==> config.mk <==
export PLATFORM = sky130hd
export DESIGN_NAME = gpo_pad_serializer
export DESIGN_NICKNAME = d
export VERILOG_FILES = /design/src/rtl/gpo_pad_serializer.sv
export SDC_FILE = /design/constraint.sdc
export NUM_CORES = 1
export LEC_CHECK = 0
export CAP_MARGIN = 30
export CORE_MARGIN = 3
export CORE_UTILIZATION = 35
export CTS_CLUSTER_DIAMETER = 30
export DETAILED_ROUTE_END_ITERATION = 7
export SLEW_MARGIN = 20
export SYNTH_ARGS = -nofsm -noshare
export SYNTH_HDL_FRONTEND = slang
export SYNTH_SLANG_ARGS = --single-unit
==> constraint.sdc <==
create_clock -name CLK_I -period 4.8 [get_ports CLK_I]
set_input_delay 0.96 -clock CLK_I [delete_from_list [all_inputs] [get_ports CLK_I]]
set_output_delay 0.96 -clock CLK_I [all_outputs]
set_load 0.01 [all_outputs]
==> src/rtl/gpo_pad_serializer.sv <==
// gpo_pad_serializer: MSB-first serial pad driver with lead/trail marks.
// Optional pad loopback check built when GPO_LOOPBACK_CHECK_EN is defined.
module gpo_pad_serializer #(
  parameter int DW   = 8,
  parameter int DIVW = 8
) (
  input  logic            CLK_I,
  input  logic            RST_I,
  input  logic [DW-1:0]   DATA_I,
  input  logic            VALID_I,
  output logic            READY_O,
  input  logic [DIVW-1:0] DIV_I,
  input  logic [1:0]      DS_I,
  output logic            DO_O,
  output logic            OE_O,
  output logic [1:0]      DS_O,
  output logic            BUSY_O,
  input  logic            PAD_DI_I,
  input  logic            ERR_CLR_I,
  output logic            ERR_O
);

  localparam int BW = (DW > 1) ? $clog2(DW) : 1;
  localparam logic [BW-1:0] LAST = BW'(DW - 1);

  typedef enum logic [1:0] {
    IDLE,
    LEAD,
    SHIFT,
    TRAIL
  } state_t;

  state_t          state_q;
  logic [DIVW-1:0] cnt_q;
  logic [DIVW-1:0] div_q;
  logic [BW-1:0]   bit_q;
  logic [DW-1:0]   sh_q;
  logic [1:0]      ds_q;
  logic            do_q;
  logic            oe_q;
  logic            rdy_en_q;
  logic            per_end;
  logic            accept;

  assign per_end = (cnt_q == div_q);

  // rdy_en_q keeps READY_O low for the first clock out of reset
  assign READY_O = rdy_en_q &
                   ((state_q == IDLE) |
                    ((state_q == TRAIL) & per_end));
  assign accept  = VALID_I & READY_O;

  assign DO_O   = do_q;
  assign OE_O   = oe_q;
  assign DS_O   = ds_q;
  assign BUSY_O = (state_q != IDLE);

  always_ff @(posedge CLK_I) begin
    if (RST_I) begin
      state_q  <= IDLE;
      cnt_q    <= '0;
      div_q    <= '0;
      bit_q    <= '0;
      sh_q     <= '0;
      ds_q     <= 2'b01;
      do_q     <= 1'b1;
      oe_q     <= 1'b0;
      rdy_en_q <= 1'b0;
    end else begin
      rdy_en_q <= 1'b1;
      unique case (state_q)
        IDLE: begin
          if (accept) begin
            state_q <= LEAD;
            cnt_q   <= '0;
            sh_q    <= DATA_I;
            div_q   <= DIV_I;
            ds_q    <= DS_I;
            oe_q    <= 1'b1;
            do_q    <= 1'b1;
          end
        end
        LEAD: begin
          if (per_end) begin
            state_q <= SHIFT;
            cnt_q   <= '0;
            bit_q   <= '0;
            do_q    <= sh_q[DW-1];
            sh_q    <= sh_q << 1;
          end else begin
            cnt_q <= cnt_q + DIVW'(1);
          end
        end
        SHIFT: begin
          if (per_end) begin
            cnt_q <= '0;
            if (bit_q == LAST) begin
              state_q <= TRAIL;
              do_q    <= 1'b1;
            end else begin
              bit_q <= bit_q + BW'(1);
              do_q  <= sh_q[DW-1];
              sh_q  <= sh_q << 1;
            end
          end else begin
            cnt_q <= cnt_q + DIVW'(1);
          end
        end
        TRAIL: begin
          if (per_end) begin
            cnt_q <= '0;
            if (accept) begin
              // back-to-back word: skip LEAD, keep OE high
              state_q <= SHIFT;
              bit_q   <= '0;
              div_q   <= DIV_I;
              ds_q    <= DS_I;
              do_q    <= DATA_I[DW-1];
              sh_q    <= DATA_I << 1;
            end else begin
              state_q <= IDLE;
              oe_q    <= 1'b0;
              do_q    <= 1'b1;
            end
          end else begin
            cnt_q <= cnt_q + DIVW'(1);
          end
        end
      endcase
    end
  end

`ifdef GPO_LOOPBACK_CHECK_EN
  logic err_q;
  logic err_d;
  logic miss;

  // compare only once the pad has had a full clock to settle
  assign miss = (state_q == SHIFT) & per_end &
                (div_q != '0) & (PAD_DI_I != do_q);

  always_comb begin
    err_d = err_q;
    if (ERR_CLR_I) err_d = 1'b0;
    if (miss) err_d = 1'b1;
  end

  always_ff @(posedge CLK_I) begin
    if (RST_I) err_q <= 1'b0;
    else err_q <= err_d;
  end

  assign ERR_O = err_q;
`else
  logic unused_loopback;
  assign unused_loopback = PAD_DI_I ^ ERR_CLR_I;
  assign ERR_O = 1'b0;
`endif

endmodule

==> results.md, run 1 <==
* Power per Cell Area at 533 mW/mm^2
* Area contributors post-synth: dfxtp_1 38%, xor2_1 6.8%, nand2_1 6.3%
* Asr flop ratio synth at 0%
* Switching share of power at a little over 40%
* Tmin final at roughly 3.3 ns
* Synth cell count leaders: 34 x dfxtp_1, 30 x nand2_1, 20 x nor2_1
* Post-detail-place hpwl at 2.66 mm
* Hold Path Sink: DS_O[1]
* Hold WC Path Type: reg -> reg
* Leakage at 0.905 nW
* Worst slew pin tran at 0.904 ns
* Clk_lat worst skew at 0.28 ns
* Internal Power at 0.699 mW
* Worst Path Arrival at around 2.3 ns
* Final setup violation count at 0
* Die H at 77.7 um
* Sequential fraction of design power at 33.1%
* Register bit total from synthesis at 34
* Critical path's largest stage delay at 0.56 ns
* Max Freq at 0.306 GHz
* WP data required at 3.84 ns
* Clock transition at path regs at 0.07 ns
* Mapped Area at 0.00180 mm^2
* Post_cts resized at 0
* Initial antenna violation count at 0
* Nets at 264
* WL final at 3.93 mm
* Top Ports at 30
* Syn nets at roughly 250
* First-pass GRT wire length at 6.67 mm
* Number of global-route vias before repair at 1429
* Die width at 77.7 um
* # H-tree levels at 2
* First drt pass iteration count at 4
* Most used standard cell by instance count after synthesis: dfxtp_1
* Slew HR at 39.7%
* RSZ-0062 raised after global routing: false
* Post-CTS Hold Fix Bufs at 0
* Initial Util at 37.1%
* Post-route cell area at 0.00220 mm^2
* Cells on Worst Hold Path at 2
* Crit. End Element: output port
* Max-capacitance violation count at 0
* Synth cell types at 35
* Number of cells on the worst reg-to-reg path at 5
* CTS sink count at 34
* Final worst path period share at 68.1%
* # diodes at 0
* Die ar. at 0.00604 mm^2
* Post-CTS Setup Inserts at 0
* Total global routing track utilization at 13.9%
* Worst clock skew at 0.00792 ns
* Layout cell share with drive strength beyond 1 at 4.70%
* Worst hold margin at 0.462 ns
* Clk pwr share at 21.8%
* Compound-Gate Fraction of Synth Area at between 20% and 30%
* DR vias at roughly 1.5k
* Synth top area share at a little under two fifths
* Largest family of logic cells by synthesized area: compound AO/OA/AOI/OAI gates
* Synthesized instance count at between 200 and 250
* Startpoint types: register
* Final Hold Viols at 0
* Net Sw Power at 0.474 mW
* Syn avg cell area at 8.41 um^2
* Biggest area consumer among synthesized cells: dfxtp_1
* Clk buf depth at 2
* CP Max Fanout at 6
* Ys flop type: dfxtp_1
* Ys Warns at 0
* Post-synthesis mux area share at 5.56%
* CTS Buf Count at 5
* Layout area overhead at 22.4%
* GPL Wtd Cong at 0.763
* Drt via density at 5.12
* Pin count of the biggest net entering global routing at 31
* Comb pwr share at between 40 and 50%
* TNS Setup at 0 ns
* Post-placement cell area at 0.00208 mm^2
* Critical R2R Launch: state_q[1]
* Sequential share of the synthesized area at 37.8%
* IO Port Bufs at 26
* Post-synth EDFFs at 0
* Simple-Gate Fraction of Synth Area at 18.1%
* WL/cell at 13.1 um
* VDD IR max at roughly 0.00023 V
* Detailed-route DRC error count at 0
* Crit Path Category: reg -> out
* CTS root buffer: clkbuf_8
* FP Rows at 25
* Critical path cell sequence: xor2_1 -> nor4_2 -> nand3_1 -> a21boi_0 -> clkdlybuf4s50_1
* Final slew viol count at 0
* Grt ovf at 0
* Initial DRC Count at 98
* Core area at approximately 0.0048 mm^2
* Flop2flop setup slack at 2.58 ns
* Min-delay src: DS_O[1]
* Post-Synth XOR/XNOR Area at 7.30%
* Status: complete, no violations
* Post-synthesis adder-cell area fraction at about 5.6%
* Final ANT Viol Nets at 0
* Slowest stage cell, crit path: nor4_2
* FF-to-FF End: bit_q[1]
* TritonCTS clock tree: built
## through the flow
stage	setup WS (ns)	total power [mW]	instances	util, %
global placement	1.51	0.918	292	42.9
finish	1.53	1.17	301	45.4
CTS	1.51	1.18	300	45.1
floorplan	2.49	0.769	214	-
detailed placement	1.51	0.918	292	42.9
global route	1.39	1.26	301	45.4
## worst max-delay path, delay by kind of cell, from the launching register on
family / cells / cell delay, ns
flip-flops: 1 / 0.36
AO/OA/AOI/OAI: 1 / 0.21
AND/OR/NAND/NOR: 2 / 0.73
buffers and inverters: 1 / 0.56
XOR/XNOR: 1 / 0.18
## state kept, by name (all words and copies together), names as in the netlist
| register | cells |
|---|---|
| OE_O | 1 |
| bit_q | 3 |
| sh_q | 8 |
| state_q | 2 |
| div_q | 8 |
| cnt_q | 8 |
| rdy_en_q | 1 |
| DS_O | 2 |
| DO_O | 1 |
## area by class of cell
type,count,area (um^2)
Clock buffer,7,76.3
Clock inverter,1,30.0
Fill cell,482,2650
Inverter,5,18.8
Multi-Input combinational cell,160,1040
Sequential cell,34,681
Tap cell,67,83.8
Timing Repair Buffer,27,275
## cell families after synthesis
kind of cell | after synthesis
AO/OA/AOI/OAI | 56
XOR/XNOR | 15
adder cells (fa/ha/maj) | 8
buffers and inverters | 20
flip-flops | 34
multiplexers | 10
other | 1
AND/OR/NAND/NOR | 70
## placed cells by master (no fill, tap or decap), drive strengths merged, types with 2 or more instances in the layout
master,n
ha,8
o21ai,7
nor3,2
nor2,20
nand4,6
nand2,30
dfxtp,34
nor4,3
and3,3
inv,5
nand3,2
xor2,14
a21oi,18
o41ai,8
mux2i,10
clkbuf,7
a22oi,8
o211ai,9
clkdlybuf4s50,26
## layer usage
metal	global-route usage (%)	vias up	part of all wire (%)
met2	20.1	41	43
met1	18.9	694	51
met4	4.27	0	1.1
li1	-	801	-
met3	5.22	6	5.3
met5	0	-	0
## power by group through the flow
stage,combinational (mW),clock [mW],sequential (mW)
after floorplan,0.381,0,0.389
after global placement,0.523,0,0.395
after detailed placement,0.524,0,0.394
after CTS,0.525,0.265,0.389
after global routing,0.589,0.277,0.397
final,0.529,0.256,0.389
## worst max path at each step
stage | cells past startpoint | slack (ns) | startpoint | endpoint
after floorplan | 4 | 2.49 | cnt_q[3] | READY_O
after global placement | 4 | 1.51 | RST_I | cnt_q[1]
after detailed placement | 4 | 1.51 | RST_I | cnt_q[1]
after CTS | 5 | 1.51 | cnt_q[1] | READY_O
after global routing | 5 | 1.39 | cnt_q[1] | READY_O
final | 5 | 1.53 | cnt_q[1] | READY_O
No activity file was read; power rests on OpenSTA's default activity.
==> run 2, diff against run 1 <==
clock period = 3 ns   (was 4.8 ns; I/O delays follow)
==> results.md, run 2 (synthesis results as in run 1) <==
* Status: complete, no violations
* Die H at 77.7 um
* WP data required at ~2.4 ns
* # diodes at 0
* Die ar. at 0.00604 mm^2
* Core area at just under 0.005 mm^2
* Initial Util at 37.1%
* CP Max Fanout at 6
* Post-CTS Hold Fix Bufs at 0
* WL/cell at 12.8 um
* VDD IR max at 0.000446 V
* IO Port Bufs at 26
* Drt via density at 5.09
* Commonest non-fill, non-tap cell in the layout: dfxtp_1
* WL final at between 3 and 4 mm
* Internal Power at roughly 1.1 mW
* Sequential fraction of design power at 32.9%
* Post-CTS Setup Inserts at 0
* Top Ports at 30
* Die width at 77.7 um
* Grt ovf at 0
* Final ANT Viol Nets at 0
* Final setup violation count at 0
* Worst slew pin tran at 0.645 ns
* Max-capacitance violation count at 0
* Top flop regs: cnt_q: 8 flops, div_q: 8 flops, sh_q: 8 flops
* Final slew viol count at 0
* CTS root buffer: clkbuf_8
* Number of global-route vias before repair at 1493
* Net Sw Power at around 0.76 mW
* Comb pwr share at 45.5%
* CTS sink count at 34
* Layout area overhead at 23.4%
* Worst Path Arrival at roughly 2.2 ns
* Post_cts resized at 0
* Hold WC Path Type: reg -> reg
* RSZ-0062 raised after global routing: false
* Crit. End Element: output port
* Pin count of the biggest net entering global routing at 23
* Clk_lat worst skew at 0.28 ns
* Layout cell share with drive strength beyond 1 at under 10%
* Power per Cell Area at 853 mW/mm^2
* First-pass GRT wire length at 6.87 mm
* Placed insts at 297
* Grt peak-use layer: met2
* Most frequent cells in the layout: 34 x dfxtp_1, 30 x nand2_1, 26 x clkdlybuf4s50_1, 20 x nor2_1, 18 x a21oi_1
* Post-detail-place hpwl at roughly 2.8 mm
* Final core occ at a little under half
* TNS Setup at 0 ns
* Worst clock skew at 0.00393 ns
* Switching share of power at 39.9%
* # H-tree levels at 2
* Startpoint types: register
* First drt pass iteration count at 4
* Total global routing track utilization at 14.0%
* Initial antenna violation count at 0
* DR vias at 1551
* Clock transition at path regs at 0.07 ns
* Grt met2 use at 20.4%
* Crit Path Category: reg -> out
* Clk buf depth at 2
* M1 GR Usage at between 10% and 20%
* Final worst path period share at approximately 94%
* Total power at approximately 1.9 mW
* Critical path's largest stage delay at 0.56 ns
* Clk pwr share at around 22%
* Critical path cell sequence: xor2_1 -> nor4_2 -> nand3_1 -> a21boi_0 -> clkdlybuf4s50_1
* CTS Buf Count at 5
* Slowest stage cell, crit path: clkdlybuf4s50_1
* Tmin final at 2.81 ns
* Slew HR at a little under three fifths
* Final Hold Viols at 0
* Leakage at 0.922 nW
* Detailed-route DRC error count at 0
* Initial DRC Count at slightly below 70
* GRT met3 Usage at 3.48%
* Nets at 268
* Layout Cells excl Fill at around 310
* TritonCTS clock tree: built
* Max Freq at 0.356 GHz
* FP Rows at 25
* GPL Wtd Cong at between 0.7 and 0.8
-- run 2: cell count changes in the layout (fill, tap and decap cells not counted) --
cell / before / now
buf_4: 0 / 5
a21oi_1: 17 / 18
a21oi_2: 1 / 0
buf_8: 1 / 0
-- run 2: critical path: cells and delay by family (launching register included) --
kind,cells,cell delay [ns]
buffers and inverters,1,0.56
AOI/OAI and AO/OA,1,0.19
xor gates and xnor gates,1,0.18
and+or+nand+nor,2,0.64
DFF,1,0.35
-- run 2: final timing paths --
check	from	to	slack [ns]	cells after the start
worst min-delay path	DS_O[1]	DS_O[1]	0.46	2
worst min register to register	DS_O[1]	DS_O[1]	0.46	2
worst max-delay path	cnt_q[2]	READY_O	0.19	5
worst max register to register	state_q[0]	div_q[1]	0.87	6
-- run 2: per-stage QoR --
step	area, um^2	worst slack [ns]	hold slack [ns]
final	2220	0.195	0.465
after CTS	2220	0.159	0.471
after floorplan	1800	1.05	0.450
after global placement	2120	0.496	0.447
after global routing	2220	0.00619	0.500
after detailed placement	2120	0.485	0.463
-- run 2: layer usage --
| metal | part of all wire [%] | wire length [um] |
|---|---|---|
| met5 | 0 | 0 |
| met3 | 4.1 | 159 |
| met4 | 1.6 | 64 |
| met1 | 52 | 2020 |
| met2 | 43 | 1670 |
-- run 2: layout make-up --
type | instances | area, um^2
Clock buffer | 7 | 76.3
Clock inverter | 1 | 30.0
Fill cell | 497 | 2630
Inverter | 5 | 18.8
Multi-Input combinational cell | 160 | 1030
Sequential cell | 34 | 681
Tap cell | 67 | 83.8
Timing Repair Buffer | 31 | 298
-- run 2: power by group through the flow --
stage                     sequential [mW]  combinational, mW  clock, mW
after floorplan                     0.622              0.609          0
after global placement              0.632              0.855          0
after detailed placement            0.633              0.863          0
after CTS                           0.623              0.866      0.423
after global routing                0.635              0.962      0.440
final                               0.623              0.862      0.410
==> run 3, diff against run 2 <==
SKIP_LAST_GASP = 1   (was default)
==> results of run 3 <==
Same layout as run 2: the final DEF is identical, and so are final timing and power.
